**config.mk**
```make
export PLATFORM = sky130hd
export DESIGN_NAME = writeback_queue
export DESIGN_NICKNAME = d
export VERILOG_FILES = /design/src/rtl/x86_pkg.sv /design/src/rtl/wb_fwd_match.sv /design/src/rtl/writeback_queue.sv
export SDC_FILE = /design/constraint.sdc
export NUM_CORES = 1
export LEC_CHECK = 0
export CORE_MARGIN = 4
export CORE_UTILIZATION = 35
export CTS_CLUSTER_SIZE = 24
export DETAILED_ROUTE_END_ITERATION = 8
export PLACE_DENSITY = 0.67
export SYNTH_ARGS = -nofsm -noshare
export SYNTH_HDL_FRONTEND = slang
export SYNTH_HIERARCHICAL = 1
export SYNTH_SLANG_ARGS = --single-unit
```
**constraint.sdc**
```tcl
create_clock -name clk -period 3.1 [get_ports clk]
set_clock_uncertainty 0.05 [all_clocks]
set_input_delay 0.62 -clock clk [delete_from_list [all_inputs] [get_ports clk]]
set_output_delay 0.62 -clock clk [all_outputs]
set_load 0.01 [all_outputs]
```
**src/rtl/x86_pkg.sv**
```systemverilog
// Shared register-file widths and the write-back entry layout.
package x86_pkg;

    localparam int REG_ADDR_W = 5;
    localparam int REG_DATA_W = 32;

    typedef struct packed {
        logic [REG_ADDR_W-1:0] idx;
        logic [REG_DATA_W-1:0] data;
    } wb_entry_t;

endpackage

```
**src/rtl/wb_fwd_match.sv**
```systemverilog
// wb_fwd_match: searches the pending write-back entries for one register index.
// Latency: purely combinational. Backpressure: none, a lookup only.
module wb_fwd_match #(
    parameter int DEPTH  = 4,
    parameter int ADDR_W = 5,
    parameter int DATA_W = 32,
    localparam int PTR_W = $clog2(DEPTH)
) (
    input  logic [DEPTH-1:0][ADDR_W-1:0] i_regs,
    input  logic [DEPTH-1:0][DATA_W-1:0] i_data,
    input  logic [DEPTH-1:0]             i_valid,
    input  logic [PTR_W-1:0]             i_head,
    input  logic [ADDR_W-1:0]            i_query,
    output logic                         o_hit,
    output logic [DATA_W-1:0]            o_data
);

    logic [PTR_W-1:0] w_idx;

    // Walk oldest to youngest so the last match left standing is the youngest.
    always_comb begin
        o_hit  = 1'b0;
        o_data = '0;
        w_idx  = '0;
        for (int k = 0; k < DEPTH; k++) begin
            w_idx = i_head + PTR_W'(k);
            if (i_valid[w_idx] && (i_regs[w_idx] == i_query)) begin
                o_hit  = 1'b1;
                o_data = i_data[w_idx];
            end
        end
    end

endmodule

```
**src/rtl/writeback_queue.sv**
```systemverilog
// writeback_queue: in-order FIFO draining execute results into the register file write port.
// Latency: accepted at edge N, shown on rf_* after N, written at N+1 unless rf_stall.
// Backpressure: in_ready low when full or in reset; rf_stall holds the head. WB_FORWARD_EN adds fwd_* lookup.
module writeback_queue
    import x86_pkg::*;
#(
    parameter int DEPTH  = 4,
    parameter int ADDR_W = REG_ADDR_W,
    parameter int DATA_W = REG_DATA_W
) (
    input  logic                    clk,
    input  logic                    rst,
    input  logic                    in_valid,
    output logic                    in_ready,
    input  logic [ADDR_W-1:0]       in_reg,
    input  logic [DATA_W-1:0]       in_data,
    input  logic                    rf_stall,
    output logic                    rf_write,
    output logic [ADDR_W-1:0]       rf_w_ctrl,
    output logic [DATA_W-1:0]       rf_w_data,
    output logic [$clog2(DEPTH):0]  count
`ifdef WB_FORWARD_EN
    ,
    input  logic [ADDR_W-1:0]       fwd_ctrl0,
    input  logic [ADDR_W-1:0]       fwd_ctrl1,
    output logic                    fwd_hit0,
    output logic                    fwd_hit1,
    output logic [DATA_W-1:0]       fwd_data0,
    output logic [DATA_W-1:0]       fwd_data1
`endif
);

    localparam int PTR_W = $clog2(DEPTH);
    localparam int CNT_W = PTR_W + 1;

    logic [DEPTH-1:0][ADDR_W-1:0] r_regs;
    logic [DEPTH-1:0][DATA_W-1:0] r_data;
    logic [PTR_W-1:0]             r_head;
    logic [PTR_W-1:0]             r_tail;
    logic [CNT_W-1:0]             r_count;
    logic                         w_push;
    logic                         w_pop;
    logic                         w_nonempty;

    // Reset masks the head so nothing reaches the register file on the reset edge.
    assign w_nonempty = (r_count != '0) && !rst;
    assign in_ready   = (r_count != CNT_W'(DEPTH)) && !rst;
    assign rf_write   = w_nonempty && !rf_stall;
    assign rf_w_ctrl  = w_nonempty ? r_regs[r_head] : '0;
    assign rf_w_data  = w_nonempty ? r_data[r_head] : '0;
    assign count      = r_count;

    assign w_push = in_valid && in_ready;
    assign w_pop  = rf_write;

    always_ff @(posedge clk) begin
        if (rst) begin
            r_head  <= '0;
            r_tail  <= '0;
            r_count <= '0;
        end else begin
            if (w_push) begin
                r_tail <= r_tail + 1'b1;
            end
            if (w_pop) begin
                r_head <= r_head + 1'b1;
            end
            case ({w_push, w_pop})
                2'b10:   r_count <= r_count + 1'b1;
                2'b01:   r_count <= r_count - 1'b1;
                default: r_count <= r_count;
            endcase
        end
    end

    always_ff @(posedge clk) begin
        if (w_push) begin
            r_regs[r_tail] <= in_reg;
            r_data[r_tail] <= in_data;
        end
    end

`ifdef WB_FORWARD_EN
    logic [DEPTH-1:0] w_valid;

    // An entry is live when its distance from the head is below the occupancy.
    always_comb begin
        w_valid = '0;
        for (int i = 0; i < DEPTH; i++) begin
            w_valid[i] = w_nonempty && (CNT_W'(PTR_W'(i) - r_head) < r_count);
        end
    end

    wb_fwd_match #(
        .DEPTH  (DEPTH),
        .ADDR_W (ADDR_W),
        .DATA_W (DATA_W)
    ) u_fwd0 (
        .i_regs  (r_regs),
        .i_data  (r_data),
        .i_valid (w_valid),
        .i_head  (r_head),
        .i_query (fwd_ctrl0),
        .o_hit   (fwd_hit0),
        .o_data  (fwd_data0)
    );

    wb_fwd_match #(
        .DEPTH  (DEPTH),
        .ADDR_W (ADDR_W),
        .DATA_W (DATA_W)
    ) u_fwd1 (
        .i_regs  (r_regs),
        .i_data  (r_data),
        .i_valid (w_valid),
        .i_head  (r_head),
        .i_query (fwd_ctrl1),
        .o_hit   (fwd_hit1),
        .o_data  (fwd_data1)
    );
`endif

endmodule
```
==> flow_metrics.tcl <==
set metrics [dict create \
    timing.reg2reg.setup_slack_ns 0.65 \
    swShare_pct 20.91 \
    antenna_violating_nets_post_route 0 \
    syn_inst 285 \
    total_number_of_placement_rows 47 \
    drt_first_pass_iters 4 \
    global_route_wire_length_before_repair_um 17850 \
    floorplan.die_area_um2 19430 \
    synth_nets 332 \
    die_height_um 139.4 \
    clockRootBuffer "sky130_fd_sc_hd__clkbuf_16" \
    worst_pin_slew_ns 0.5002 \
    fin_crit_sh_pct 97.61 \
    grt_setup_unrepaired "no" \
    port_buffers 82 \
    synthDistinctLibCells 24 \
    critical_path_arrival_ns 2.36 \
    clock_latency_ns 0.41 \
    power.leakage_nw 2.475 \
    synth.cell_area_um2 6041 \
    clkSinkCount 155 \
    first_global_vias 3182 \
    hold_buffers 0 \
    period_minus_slack_ns 3.026 \
    crit_fanout 24 \
    ratio_of_routed_vias_to_standard_cells 4.698 \
    tritoncts.num_buffers 17 \
    status "finished, final reports clean" \
    synthesis.area_per_instance_um2 21.20 \
    wl_per_cell_um 18.29 \
    p_clk_share_pct 41.9 \
    critPathRequiredTime_ns 2.43 \
    finish.net_count 433 \
    max_freq_ghz 0.3305 \
    hold-worst-slack_ns 0.4917 \
    post_route_cells_drive_above_1_share_pct 22.81 \
    via_count 2908 \
    worst_hold_path_type "flip-flop to flip-flop" \
    dieWidth_um 139.4 \
    setup.worst_path.class "primary input to output pin" \
    clkSlewWorstSetupHoldPaths_ns 0.06 \
    grt_max_degree 41 \
    gp_routability_congestion 0.7205 \
    tritoncts "done" \
    slew_headroom_pct 66.65 \
    finalMaxSlewViolations 0 \
    final-setup-viol-count 0 \
    startpoint_type "primary input" \
    design_power_total_mw 5.103 \
    critical_path.startpoint "rst" \
    remaining_drc_errors 0 \
    area_delta_synth_final_pct 30.10 \
    timing.reg2reg.worst_path_depth 9 \
    yosysWarnings 6 \
    route.final.wire_length_um 11320 \
    h-tree-depth 4 \
    worst_r2r_startpoint "count[0]$_SDFFE_PP0P_" \
    grt_overflow 0 \
    globalRouteTotalUtil_pct 12.13 \
    drt_iter0_drc 174 \
    initial_core_util_pct 36.04 \
    hold_violations 0 \
    endpoint_kind "output pin" \
    cp-endpoint "rf_w_data[18]" \
    cap_violations 0 \
    cell_internal_pwr_mw 4.037 \
    fin_setup_tns_ns 0 \
    crit-reg2reg-capture "count[2]$_SDFFE_PP0P_" \
    mostFrequentLayoutCell "sky130_fd_sc_hd__edfxtp_1" \
    comb_power_share_pct 11.0 \
    seq_area_frac_synth_pct 75.89 \
    worst_ir_drop_vdd_v 0.0003948 \
    clock_path_buffers 2 \
    antenna_cells_inserted 0 \
    top_level_pins 83 \
    yosys_register_bits 155 \
    share_seq_of_total_power_pct 47.2 \
    power-per-cell-area_nw_per_um2 649.4 \
    number_of_antenna_violations_at_the_first_check_in_global_routing 0 \
    detailed_place_hpwl_um 6990 \
    core_region_area_um2 16760 \
    highest_count_cells_in_the_layout_ignoring_fill_and_taps "sky130_fd_sc_hd__edfxtp_1 (148), sky130_fd_sc_hd__clkdlybuf4s50_1 (81), sky130_fd_sc_hd__mux4_2 (37), sky130_fd_sc_hd__nor2b_1 (36), sky130_fd_sc_hd__clkbuf_16 (17)" \
    worst_hold_path.num_cells 1 \
    net-switching-power_mw 1.067 \
]
## logic make-up (layout without fill, tap and decap cells)
logic type | Yosys count | count (layout) | synth area share (%)
adder cells (fa/ha/maj) | 6 | 6 | 1.367
XOR/XNOR | 2 | 2 | 0.2900
flip-flops | 155 | 155 | 75.89
multiplexers | 39 | 39 | 14.15
AO/OA/AOI/OAI | 7 | 7 | 0.5799
AND/OR/NAND/NOR | 56 | 56 | 5.737
buffers and inverters | 20 | 134 | 1.988
## worst min-delay path by stage
stage | startpoint | end | slack, ns
after CTS | r_tail[0]$_SDFFE_PP0P_ | r_tail[0]$_SDFFE_PP0P_ | 0.49
final | r_tail[0]$_SDFFE_PP0P_ | r_tail[0]$_SDFFE_PP0P_ | 0.49
after detailed placement | r_tail[0]$_SDFFE_PP0P_ | r_tail[0]$_SDFFE_PP0P_ | 0.48
after floorplan | r_tail[0]$_SDFFE_PP0P_ | r_tail[0]$_SDFFE_PP0P_ | 0.43
after global routing | count[2]$_SDFFE_PP0P_ | count[2]$_SDFFE_PP0P_ | 0.55
after global placement | r_tail[0]$_SDFFE_PP0P_ | r_tail[0]$_SDFFE_PP0P_ | 0.44
## through the flow
stage                     cell area, µm²  setup WS [ns]  std cells  utilization [%]
after CTS                           7854        0.03776        619            46.86
after floorplan                     6041         0.3544        285                -
final                               7859        0.07423        619            46.89
after global placement              7229        0.07864        587            43.14
after detailed placement            7229        0.05288        587            43.14
after global routing                7859       0.007897        619            46.89
## critical path, stage by stage
cell and delay (ns):
sky130_fd_sc_hd__clkdlybuf4s50_1 0.43, sky130_fd_sc_hd__or2_2 0.37, sky130_fd_sc_hd__buf_12 0.19, sky130_fd_sc_hd__nor2b_1 0.17
sky130_fd_sc_hd__clkdlybuf4s50_1 0.57
## metal layers
| layer | track usage, % | part of all wire, % |
|---|---|---|
| met3 | 3.636 | 4.3 |
| met2 | 20.38 | 52 |
| met4 | 4.480 | 1.4 |
| met1 | 14.87 | 43 |
| met5 | 0 | 0 |
## area by class of cell
cell class                 count  area [µm²]
tap                          220       275.3
clock inverter                15       198.9
multi-input combinational    110        1344
timing repair buffer          96        1003
fill                        1406        8901
sequential                   155        4589
inverter                       6       22.52
clock buffer                  17       425.4
## what timing repair did
item                       in CTS  in global routing
setup endpoints to repair       0                  2
gates resized for setup         0                  2
buffers inserted                0                  0
## synth_stat cells
| cell | instances | area (µm²) |
|---|---|---|
| sky130_fd_sc_hd__and2_1 | 4 | 25.02 |
| sky130_fd_sc_hd__nor2_1 | 6 | 22.52 |
| sky130_fd_sc_hd__a21oi_1 | 4 | 20.02 |
| sky130_fd_sc_hd__nor3b_2 | 1 | 12.51 |
| sky130_fd_sc_hd__clkbuf_1 | 3 | 11.26 |
| sky130_fd_sc_hd__fa_1 | 1 | 20.02 |
| sky130_fd_sc_hd__or2_1 | 1 | 6.260 |
| sky130_fd_sc_hd__mux4_2 | 37 | 833.3 |
| sky130_fd_sc_hd__buf_2 | 5 | 25.02 |
| sky130_fd_sc_hd__or3_1 | 3 | 18.77 |
| sky130_fd_sc_hd__o21ai_0 | 3 | 15.01 |
| sky130_fd_sc_hd__nor3b_1 | 1 | 7.510 |
| sky130_fd_sc_hd__mux2_2 | 1 | 11.26 |
| sky130_fd_sc_hd__clkbuf_2 | 1 | 5.000 |
| sky130_fd_sc_hd__inv_1 | 6 | 22.52 |
| sky130_fd_sc_hd__ha_1 | 5 | 62.56 |
| sky130_fd_sc_hd__xor2_1 | 2 | 17.52 |
| sky130_fd_sc_hd__buf_6 | 5 | 56.30 |
| sky130_fd_sc_hd__nor2b_1 | 37 | 231.5 |
| sky130_fd_sc_hd__nand2b_1 | 2 | 12.51 |
| sky130_fd_sc_hd__nor3_2 | 1 | 10.01 |
| sky130_fd_sc_hd__dfxtp_1 | 7 | 140.1 |
| sky130_fd_sc_hd__edfxtp_1 | 148 | 4444 |
| sky130_fd_sc_hd__mux2i_1 | 1 | 10.01 |
## state kept, by name (all words and copies together), names as in the netlist
| register | cells |
|---|---|
| count | 3 |
| r_regs | 20 |
| r_head | 2 |
| r_data | 128 |
| r_tail | 2 |
## power by group through the flow
stage	combinational, mW	clock [mW]	sequential (mW)
after floorplan	0.317	0	2.45
after global routing	0.613	2.29	2.41
after CTS	0.576	2.19	2.41
after detailed placement	0.573	0	2.45
after global placement	0.563	0	2.45
final	0.559	2.14	2.41
Power figures use the tool's default switching activity.
